[src/rtl/mem_stage_if.sv]
// Execute/SRAM/writeback-facing signal bundle of the memory-response stage.
// slave = the stage itself, master = the surrounding pipeline that drives it.
interface mem_stage_if;
  logic        es_to_ms_valid;
  logic        ms_allowin;
  logic [31:0] es_pc;
  logic [31:0] es_result;
  logic [4:0]  es_dest;
  logic        es_gr_we;
  logic        es_res_from_mem;
  logic [4:0]  es_load_op;
  logic        es_mem_req;
  logic        es_ex;
  logic [5:0]  es_ecode;
  logic        data_sram_data_ok;
  logic [31:0] data_sram_rdata;
  logic        ms_flush_pipe;
  logic        ws_allowin;
  logic        ms_to_ws_valid;
  logic [31:0] ms_pc;
  logic [31:0] ms_final_result;
  logic [4:0]  ms_dest;
  logic        ms_gr_we;
  logic        ms_ex_out;
  logic [5:0]  ms_ecode_out;
  logic        ms_ex;
  logic        ms_fwd_valid;
  logic        ms_blk_valid;
  logic [4:0]  ms_fwd_dest;
  logic [31:0] ms_fwd_data;

  modport master (
    output es_to_ms_valid, es_pc, es_result, es_dest, es_gr_we, es_res_from_mem,
           es_load_op, es_mem_req, es_ex, es_ecode, data_sram_data_ok,
           data_sram_rdata, ms_flush_pipe, ws_allowin,
    input  ms_allowin, ms_to_ws_valid, ms_pc, ms_final_result, ms_dest, ms_gr_we,
           ms_ex_out, ms_ecode_out, ms_ex, ms_fwd_valid, ms_blk_valid,
           ms_fwd_dest, ms_fwd_data
  );

  modport slave (
    input  es_to_ms_valid, es_pc, es_result, es_dest, es_gr_we, es_res_from_mem,
           es_load_op, es_mem_req, es_ex, es_ecode, data_sram_data_ok,
           data_sram_rdata, ms_flush_pipe, ws_allowin,
    output ms_allowin, ms_to_ws_valid, ms_pc, ms_final_result, ms_dest, ms_gr_we,
           ms_ex_out, ms_ecode_out, ms_ex, ms_fwd_valid, ms_blk_valid,
           ms_fwd_dest, ms_fwd_data
  );
endinterface

[src/rtl/mem_stage.sv]
// Memory-response pipeline stage: waits for the in-order SRAM data_ok, aligns/extends loads.
// Latency 1 cycle for non-memory ops; memory ops complete in the data_ok cycle; stalls on ws_allowin=0.
module mem_stage (
  input logic       clk,
  input logic       reset,
  mem_stage_if.slave bus
);

  typedef struct packed {
    logic [31:0] pc;
    logic [31:0] result;
    logic [4:0]  dest;
    logic        gr_we;
    logic        res_from_mem;
    logic [4:0]  load_op;
    logic        mem_req;
    logic        ex;
    logic [5:0]  ecode;
  } ms_inst_t;

  ms_inst_t    inst_q, inst_d;
  logic        ms_valid_q, ms_valid_d;
  logic        cancel_q, cancel_d;
  logic        data_buf_valid_q, data_buf_valid_d;
  logic [31:0] data_buf_q, data_buf_d;

  logic        resp_now;
  logic        ms_ready_go;
  logic        to_ws_valid;
  logic        allowin;
  logic        leave;
  logic [31:0] rdata_sel;
  logic [31:0] byte_word;
  logic [7:0]  lane_b;
  logic [15:0] lane_h;
  logic [31:0] load_data;
  logic [31:0] final_result;
  logic        gr_we_out;

  // A cancelled slot swallows the next response, so it never counts as ours.
  assign resp_now    = bus.data_sram_data_ok & ~cancel_q & ~data_buf_valid_q;
  assign ms_ready_go = ~inst_q.mem_req | data_buf_valid_q | resp_now;
  assign to_ws_valid = ms_valid_q & ms_ready_go & ~bus.ms_flush_pipe;
  assign allowin     = ~ms_valid_q | (ms_ready_go & bus.ws_allowin);
  assign leave       = to_ws_valid & bus.ws_allowin;

  always_comb begin
    ms_valid_d       = ms_valid_q;
    inst_d           = inst_q;
    cancel_d         = cancel_q;
    data_buf_valid_d = data_buf_valid_q;
    data_buf_d       = data_buf_q;

    if (bus.ms_flush_pipe) begin
      ms_valid_d = 1'b0;
    end else if (allowin) begin
      ms_valid_d = bus.es_to_ms_valid;
    end

    if (bus.es_to_ms_valid & allowin & ~bus.ms_flush_pipe) begin
      inst_d.pc           = bus.es_pc;
      inst_d.result       = bus.es_result;
      inst_d.dest         = bus.es_dest;
      inst_d.gr_we        = bus.es_gr_we;
      inst_d.res_from_mem = bus.es_res_from_mem;
      inst_d.load_op      = bus.es_load_op;
      inst_d.mem_req      = bus.es_mem_req;
      inst_d.ex           = bus.es_ex;
      inst_d.ecode        = bus.es_ecode;
    end

    if (leave | bus.ms_flush_pipe) begin
      data_buf_valid_d = 1'b0;
      data_buf_d       = 32'd0;
    end else if (bus.data_sram_data_ok & ~cancel_q & ms_valid_q & inst_q.mem_req
                 & ~data_buf_valid_q) begin
      data_buf_valid_d = 1'b1;
      data_buf_d       = bus.data_sram_rdata;
    end

    // Set only when no data_ok this cycle, so set and clear are exclusive.
    if (bus.ms_flush_pipe & ms_valid_q & inst_q.mem_req & ~data_buf_valid_q
        & ~bus.data_sram_data_ok) begin
      cancel_d = 1'b1;
    end else if (bus.data_sram_data_ok) begin
      cancel_d = 1'b0;
    end
  end

  always_ff @(posedge clk or posedge reset) begin
    if (reset) begin
      ms_valid_q       <= 1'b0;
      inst_q           <= '0;
      cancel_q         <= 1'b0;
      data_buf_valid_q <= 1'b0;
      data_buf_q       <= 32'd0;
    end else begin
      ms_valid_q       <= ms_valid_d;
      inst_q           <= inst_d;
      cancel_q         <= cancel_d;
      data_buf_valid_q <= data_buf_valid_d;
      data_buf_q       <= data_buf_d;
    end
  end

  assign rdata_sel = data_buf_valid_q ? data_buf_q : bus.data_sram_rdata;
  assign byte_word = rdata_sel >> {inst_q.result[1:0], 3'b000};
  assign lane_b    = byte_word[7:0];
  assign lane_h    = inst_q.result[1] ? rdata_sel[31:16] : rdata_sel[15:0];

  always_comb begin
    load_data = 32'd0;
    if (inst_q.load_op[0]) begin
      load_data = {{24{lane_b[7]}}, lane_b};
    end else if (inst_q.load_op[1]) begin
      load_data = {{16{lane_h[15]}}, lane_h};
    end else if (inst_q.load_op[2]) begin
      load_data = rdata_sel;
    end else if (inst_q.load_op[3]) begin
      load_data = {24'd0, lane_b};
    end else if (inst_q.load_op[4]) begin
      load_data = {16'd0, lane_h};
    end
  end

  assign final_result = inst_q.res_from_mem ? load_data : inst_q.result;
  assign gr_we_out    = inst_q.gr_we & ~inst_q.ex;

  assign bus.ms_allowin      = allowin;
  assign bus.ms_to_ws_valid  = to_ws_valid;
  assign bus.ms_pc           = inst_q.pc;
  assign bus.ms_final_result = final_result;
  assign bus.ms_dest         = inst_q.dest;
  assign bus.ms_gr_we        = gr_we_out;
  assign bus.ms_ex_out       = inst_q.ex;
  assign bus.ms_ecode_out    = inst_q.ecode;
  assign bus.ms_ex           = ms_valid_q & inst_q.ex;
  assign bus.ms_fwd_valid    = to_ws_valid & gr_we_out;
  assign bus.ms_blk_valid    = ms_valid_q & inst_q.res_from_mem & ~ms_ready_go;
  assign bus.ms_fwd_dest     = inst_q.dest;
  assign bus.ms_fwd_data     = final_result;

endmodule

[src/flat_wrapper.sv]
// flat-port wrapper written by rule: the top's interface ports become plain ports
module mem_stage_flat 
  (clk, reset, bus_es_to_ms_valid, bus_es_pc, bus_es_result, bus_es_dest, bus_es_gr_we, bus_es_res_from_mem, bus_es_load_op, bus_es_mem_req, bus_es_ex, bus_es_ecode, bus_data_sram_data_ok, bus_data_sram_rdata, bus_ms_flush_pipe, bus_ws_allowin, bus_ms_allowin, bus_ms_to_ws_valid, bus_ms_pc, bus_ms_final_result, bus_ms_dest, bus_ms_gr_we, bus_ms_ex_out, bus_ms_ecode_out, bus_ms_ex, bus_ms_fwd_valid, bus_ms_blk_valid, bus_ms_fwd_dest, bus_ms_fwd_data);
  mem_stage_if bus_i ();
  input logic clk;
  input logic reset;
  input wire logic [$bits(bus_i.es_to_ms_valid)-1:0] bus_es_to_ms_valid;
  input wire logic [$bits(bus_i.es_pc)-1:0] bus_es_pc;
  input wire logic [$bits(bus_i.es_result)-1:0] bus_es_result;
  input wire logic [$bits(bus_i.es_dest)-1:0] bus_es_dest;
  input wire logic [$bits(bus_i.es_gr_we)-1:0] bus_es_gr_we;
  input wire logic [$bits(bus_i.es_res_from_mem)-1:0] bus_es_res_from_mem;
  input wire logic [$bits(bus_i.es_load_op)-1:0] bus_es_load_op;
  input wire logic [$bits(bus_i.es_mem_req)-1:0] bus_es_mem_req;
  input wire logic [$bits(bus_i.es_ex)-1:0] bus_es_ex;
  input wire logic [$bits(bus_i.es_ecode)-1:0] bus_es_ecode;
  input wire logic [$bits(bus_i.data_sram_data_ok)-1:0] bus_data_sram_data_ok;
  input wire logic [$bits(bus_i.data_sram_rdata)-1:0] bus_data_sram_rdata;
  input wire logic [$bits(bus_i.ms_flush_pipe)-1:0] bus_ms_flush_pipe;
  input wire logic [$bits(bus_i.ws_allowin)-1:0] bus_ws_allowin;
  output wire logic [$bits(bus_i.ms_allowin)-1:0] bus_ms_allowin;
  output wire logic [$bits(bus_i.ms_to_ws_valid)-1:0] bus_ms_to_ws_valid;
  output wire logic [$bits(bus_i.ms_pc)-1:0] bus_ms_pc;
  output wire logic [$bits(bus_i.ms_final_result)-1:0] bus_ms_final_result;
  output wire logic [$bits(bus_i.ms_dest)-1:0] bus_ms_dest;
  output wire logic [$bits(bus_i.ms_gr_we)-1:0] bus_ms_gr_we;
  output wire logic [$bits(bus_i.ms_ex_out)-1:0] bus_ms_ex_out;
  output wire logic [$bits(bus_i.ms_ecode_out)-1:0] bus_ms_ecode_out;
  output wire logic [$bits(bus_i.ms_ex)-1:0] bus_ms_ex;
  output wire logic [$bits(bus_i.ms_fwd_valid)-1:0] bus_ms_fwd_valid;
  output wire logic [$bits(bus_i.ms_blk_valid)-1:0] bus_ms_blk_valid;
  output wire logic [$bits(bus_i.ms_fwd_dest)-1:0] bus_ms_fwd_dest;
  output wire logic [$bits(bus_i.ms_fwd_data)-1:0] bus_ms_fwd_data;
  assign bus_i.es_to_ms_valid = bus_es_to_ms_valid;
  assign bus_i.es_pc = bus_es_pc;
  assign bus_i.es_result = bus_es_result;
  assign bus_i.es_dest = bus_es_dest;
  assign bus_i.es_gr_we = bus_es_gr_we;
  assign bus_i.es_res_from_mem = bus_es_res_from_mem;
  assign bus_i.es_load_op = bus_es_load_op;
  assign bus_i.es_mem_req = bus_es_mem_req;
  assign bus_i.es_ex = bus_es_ex;
  assign bus_i.es_ecode = bus_es_ecode;
  assign bus_i.data_sram_data_ok = bus_data_sram_data_ok;
  assign bus_i.data_sram_rdata = bus_data_sram_rdata;
  assign bus_i.ms_flush_pipe = bus_ms_flush_pipe;
  assign bus_i.ws_allowin = bus_ws_allowin;
  assign bus_ms_allowin = bus_i.ms_allowin;
  assign bus_ms_to_ws_valid = bus_i.ms_to_ws_valid;
  assign bus_ms_pc = bus_i.ms_pc;
  assign bus_ms_final_result = bus_i.ms_final_result;
  assign bus_ms_dest = bus_i.ms_dest;
  assign bus_ms_gr_we = bus_i.ms_gr_we;
  assign bus_ms_ex_out = bus_i.ms_ex_out;
  assign bus_ms_ecode_out = bus_i.ms_ecode_out;
  assign bus_ms_ex = bus_i.ms_ex;
  assign bus_ms_fwd_valid = bus_i.ms_fwd_valid;
  assign bus_ms_blk_valid = bus_i.ms_blk_valid;
  assign bus_ms_fwd_dest = bus_i.ms_fwd_dest;
  assign bus_ms_fwd_data = bus_i.ms_fwd_data;
  mem_stage u_core (.clk(clk), .reset(reset), .bus(bus_i));
endmodule
[config.mk]
export PLATFORM = sky130hd
export DESIGN_NAME = mem_stage_flat
export DESIGN_NICKNAME = d
export VERILOG_FILES = /design/src/rtl/mem_stage_if.sv /design/src/rtl/mem_stage.sv /design/src/flat_wrapper.sv
export SDC_FILE = /design/constraint.sdc
export NUM_CORES = 1
export LEC_CHECK = 0
export CAP_MARGIN = 5
export CORE_ASPECT_RATIO = 1.4
export CORE_UTILIZATION = 41
export CTS_CLUSTER_DIAMETER = 150
export CTS_CLUSTER_SIZE = 40
export DETAILED_ROUTE_END_ITERATION = 10
export GPL_TIMING_DRIVEN = 0
export PLACE_DENSITY = 0.78
export SLEW_MARGIN = 0
export SYNTH_ARGS = -nofsm -noshare
export SYNTH_HDL_FRONTEND = slang
export SYNTH_SLANG_ARGS = --single-unit
[constraint.sdc]
create_clock -name clk -period 3.55 [get_ports clk]
set_input_delay 0.5325 -clock clk [delete_from_list [all_inputs] [get_ports clk]]
set_output_delay 0.5325 -clock clk [all_outputs]
set_load 0.02 [all_outputs]
Word level (Yosys, flattened, before mapping)
Cells that the tools add are included.
- $mul: 0
- multiplexer cells: 16
- reduce and logical (&&, ||, !) cells: 3
- bitwise logic cells: 32
- order comparisons: 0
- shifts and indexed selects: 1
- $add $sub $neg: 0
- equal/unequal tests: 0
- div/mod/pow operators: 0
- operators by type and width (operator ; number):
    32-bit 2-to-1 mux ; 8
    16-bit 2-to-1 mux ; 2
    32-bit by 5-bit >> shifter with 8-bit output ; 1
    1-bit AND ; 20
    1-bit NOT ; 8
    1-bit 2-to-1 mux ; 6
    2-bit nonzero test ; 3
    1-bit bitwise OR ; 4
- ROM bits: 0
- word-level logic and storage cells: 65
- memories: 0
- bits in writable memories: 0
- register bits: 119
- bits in latches: 0
- input bits: 122

Logic depth before layout (Yosys ltp)
- depth after elaboration: 9
- depth in mapped cells: 9
- mapped depth without buffers: 5

Worst setup path after synthesis
No wires, ideal clock.
- path type: input-to-output
- start point: in bus_data_sram_rdata[31]
- end point: out bus_ms_fwd_data[21]
- arrival time: 2165 ps
- data required time: 3017 ps
- stages: 7
- setup slack: 853 ps
- cell sequence: mux4_2 > mux2i_4 > o21ai_4 > a31o_4 > buf_6 > o22a_1 > buf_4
- cells in the longest elaborated chain, start to end: 5
- elaborated cells between the ends (all ways): 6
- ends and longest elaborated chain (what ; line ; text):
    start: declaration ; flat_wrapper.sv:18 ; input wire logic [$bits(bus_i.data_sram_rdata)-1:0] bus_data_sram_rdata;
    32-bit 2-to-1 mux (*) ; mem_stage.sv:106 ; assign rdata_sel = data_buf_valid_q ? data_buf_q : bus.data_sram_rdata;
    branches (longest 2 deep; another with 32-bit by 5-bit >> shifter with 8-bit output) ; n/a ;
    32-bit 2-to-1 mux (*) ; mem_stage.sv:113 ; if (inst_q.load_op[0]) begin
    32-bit 2-to-1 mux (*) ; mem_stage.sv:126 ; assign final_result = inst_q.res_from_mem ? load_data : inst_q.result;
    end: declaration ; flat_wrapper.sv:33 ; output wire logic [$bits(bus_i.ms_fwd_data)-1:0] bus_ms_fwd_data;
Every way passes the cells marked *.

Final worst setup path
- start point: in bus_data_sram_rdata[23]
- end point: out bus_ms_fwd_data[24]
- cells in the longest elaborated chain, start to end: 4
- ends and longest elaborated chain (what ; line ; text):
    32-bit 2-to-1 mux ; mem_stage.sv:106 ;
    32-bit by 5-bit >> shifter with 8-bit output ; mem_stage.sv:107 ; assign byte_word = rdata_sel >> {inst_q.result[1:0], 3'b000};
    32-bit 2-to-1 mux ; mem_stage.sv:113 ;
    32-bit 2-to-1 mux ; mem_stage.sv:126 ;
No other way between the ends.

==> run summary <==
status: completed
H-tree levels: 4
Top FF cell, synth: dfrtp_1
number of flops mapped to enable cells by yosys: 0
critical path class: in2out
Synth cell types: 37
Max Cap Violations: 0
post-synthesis register bit count: 119
post-synth net total: 661
skew final: 0.01303 ns
crit path DAT: 2.95 ns
die height: 149.7 um
Ys Warns: 0
Hold WC Path Type: in2async
Max FO, Critical Path: 10
fmax: 0.2871 GHz
Die W: 107.5 um
asr flop ratio synth: 100.0%
Worst-Skew Late Latency: 0.41 ns
synth-to-layout area growth: 53.61%
CTS sink cnt: 119
min cycle time layout: 3.484 ns
leak pwr: 4.229 nW
total number of vias: 5199
Clock Tree Root: clkbuf_16
total track usage: 24.12%
synthesized area per cell: 11.86 um^2
port bufs: 240
final period utilization: 98.13%
post-synthesis sequential area ratio: 46.60%
cts bufs inserted: 17
Final HPWL DP: 14660 um
number of I/O pins: 241
antenna violations before repair: 1
Power, Total: 0.005854 W
FP Rows: 53
Final ANT Viol Nets: 0
vias in the first global route: 5542
pre-CTS setup slack: -0.1877 ns
CP Capture Type: output pin
DRC: 0
largest net degree at the start of global routing: 44
Clock Path Buffers: 2
final hold violation count: 0
setup slack, reg-to-reg: 1.24 ns
Synth top area share: 46.60%
die area: 0.01610 mm^2
Post-Place Cells: 974
final setup margin: 0.06631 ns
crit path launch type: input pin
drt pass-1 iters: 4
Avg WL per Cell: 18.83 um
most area-consuming cells after synthesis: dfrtp_1 (47%), mux2_2 (15%), buf_4 (10%)
post-synth top area cell: dfrtp_1
Synth Cell Area: 0.006390 mm^2
Crit path required time: 3.02 ns
RD Place Congestion: 0.8936
# fillers: 1211
Post-Syn Instances: 539
total gr overflow: 0
Initial Utilization: 42.26%
share of layout cells above drive strength 1: 29.85%
DR vias/cell: 5.163
core area: 0.01512 mm^2
first-pass GRT wire length: 29120 um
Total Routed Length: 18960 um
Pins Over Slew Limit: 0
final setup fails: 0
max_slew headroom: 40.01%
worst-margin pin slew: 0.8916 ns
CTS tree: built
Final Net Count: 923
RSZ-0062 raised after global routing: true
Clock transition at path regs: 0.06 ns
1st-iter DRT viols: 193
VDD IR max: 0.3025 mV
Layout Cells excl Fill: 1007
PD cells: 596.4 mW/mm^2
==> state kept, by name, indices dropped and copies added, names as in the netlist, 5 cells and up <==
name and flops:
u_core.bus.ms_dest 5, u_core.inst_q 40, u_core.bus.ms_pc 32, u_core.bus.ms_ecode_out 6
u_core.data_buf_q 32
==> kinds of logic (layout without fill, tap and decap cells) <==
kind of cell | after synthesis | count (layout) | synth area share, %
DFF | 119 | 119 | 46.60
buffers and inverters | 123 | 398 | 12.69
muxes | 127 | 127 | 23.16
and+or+nand+nor | 72 | 72 | 5.287
AOI/OAI and AO/OA | 98 | 98 | 12.26
other | 0 | 1 | 0
==> routing by layer <==
| metal | track usage [%] | vias up | part of all wire, % | routed length, um |
|---|---|---|---|---|
| li1 | - | 2396 | - | - |
| met1 | 27.03 | 2575 | 37 | 7103 |
| met2 | 44.49 | 204 | 55 | 10340 |
| met3 | 4.704 | 24 | 6.2 | 1183 |
| met4 | 9.178 | 0 | 1.7 | 331 |
| met5 | 0 | - | 0 | 0 |
==> worst max-delay path, cell delays in order <==
cell and delay, ns:
clkdlybuf4s50_1 0.45, mux4_2 0.53, mux2i_4 0.20, o21ai_4 0.13, a31o_4 0.28, buf_6 0.16, o22a_1 0.21, buf_4 0.14
dlygate4sd2_1 0.31
==> per-stage QoR <==
step | hold slack, ns | cell area (um^2) | util, % | TNS (ns)
after floorplan | 0.4673 | 6394 | - | 0
after detailed placement | 0.4867 | 9096 | 60.16 | -2.556
after CTS | 0.4895 | 9768 | 64.61 | 0
after global routing | 0.5139 | 9816 | 64.92 | -0.0002667
final | 0.4829 | 9816 | 64.92 | 0
after global placement | 0.4843 | 9036 | 59.77 | -2.264
==> path summary, 6_finish.rpt <==
check,end,cells past startpoint,startpoint
setup / recovery,bus_ms_fwd_data[24],9,bus_data_sram_rdata[23]
hold / removal,u_core.inst_q[30],2,reset
setup reg to reg,u_core.data_buf_q[21],5,u_core.data_buf_valid_q
hold reg to reg,u_core.inst_q[14],1,u_core.inst_q[14]
max in group asynchronous,u_core.data_buf_q[14],4,reset
min in group clk,u_core.inst_q[14],1,u_core.inst_q[14]
==> timing repair <==
| item | 4_1_cts | 5_1_grt |
|---|---|---|
| setup buffers | 1 | 0 |
| pin swaps | 0 | 0 |
| resized for setup | 39 | 18 |
| hold buffers | 0 | 0 |
| setup endpoints to repair | 59 | 12 |
==> cell usage after synthesis, types with 4 or more instances <==
library cell  instances
o22ai_1              11
nor2b_1               7
buf_2                 6
a22o_1               33
nor2_1               31
buf_4                87
o21ai_0               9
clkbuf_1             15
a311oi_1              5
mux2i_1              32
nand2b_1              9
nand2_1              14
dfrtp_1             119
mux4_2                7
inv_1                11
o22a_1               24
mux2_2               87
a21oi_1               4
==> power by group <==
| group | switching [W] | leakage (nW) | total, W | internal, W |
|---|---|---|---|---|
| Combinational | 0.00110 | 2.45 | 0.00237 | 0.00126 |
| Sequential | 0.000127 | 1.47 | 0.00167 | 0.00154 |
| Clock | 0.000641 | 0.305 | 0.00182 | 0.00118 |
==> placed cells by master, fill, tap and decap left out, drive strengths merged, types with 3 or more instances in the layout <==
master | Yosys | final
a21oi | 4 | 4
a22o | 33 | 33
a311oi | 5 | 5
a31oi | 3 | 3
buf | 97 | 101
bufinv | 0 | 3
clkbuf | 15 | 36
clkdlybuf4s50 | 0 | 210
clkinv | 0 | 6
clkinvlp | 0 | 3
dfrtp | 119 | 119
dlygate4sd2 | 0 | 24
dlymetal6s2s | 0 | 5
inv | 11 | 10
mux2 | 87 | 87
mux2i | 33 | 33
mux4 | 7 | 7
nand2 | 14 | 14
nand2b | 9 | 9
nor2 | 31 | 31
nor2b | 7 | 7
nor3b | 3 | 3
o21ai | 11 | 11
o22a | 24 | 24
o22ai | 11 | 11
==> cell type report <==
| type | instances | area [um^2] | area share [%] |
|---|---|---|---|
| Tap cell | 192 | 240.2 | 2.447 |
| Clock inverter | 11 | 146.4 | 1.491 |
| Antenna cell | 1 | 2.502 | 0.02549 |
| Sequential cell | 119 | 2978 | 30.34 |
| Buffer | 111 | 792.0 | 8.069 |
| Multi-Input combinational cell | 297 | 2681 | 27.32 |
| Timing Repair Buffer | 244 | 2450 | 24.96 |
| Clock buffer | 21 | 480.5 | 4.895 |
| Inverter | 11 | 45.04 | 0.4589 |
Note: power is estimated with default switching activity, not from simulation.
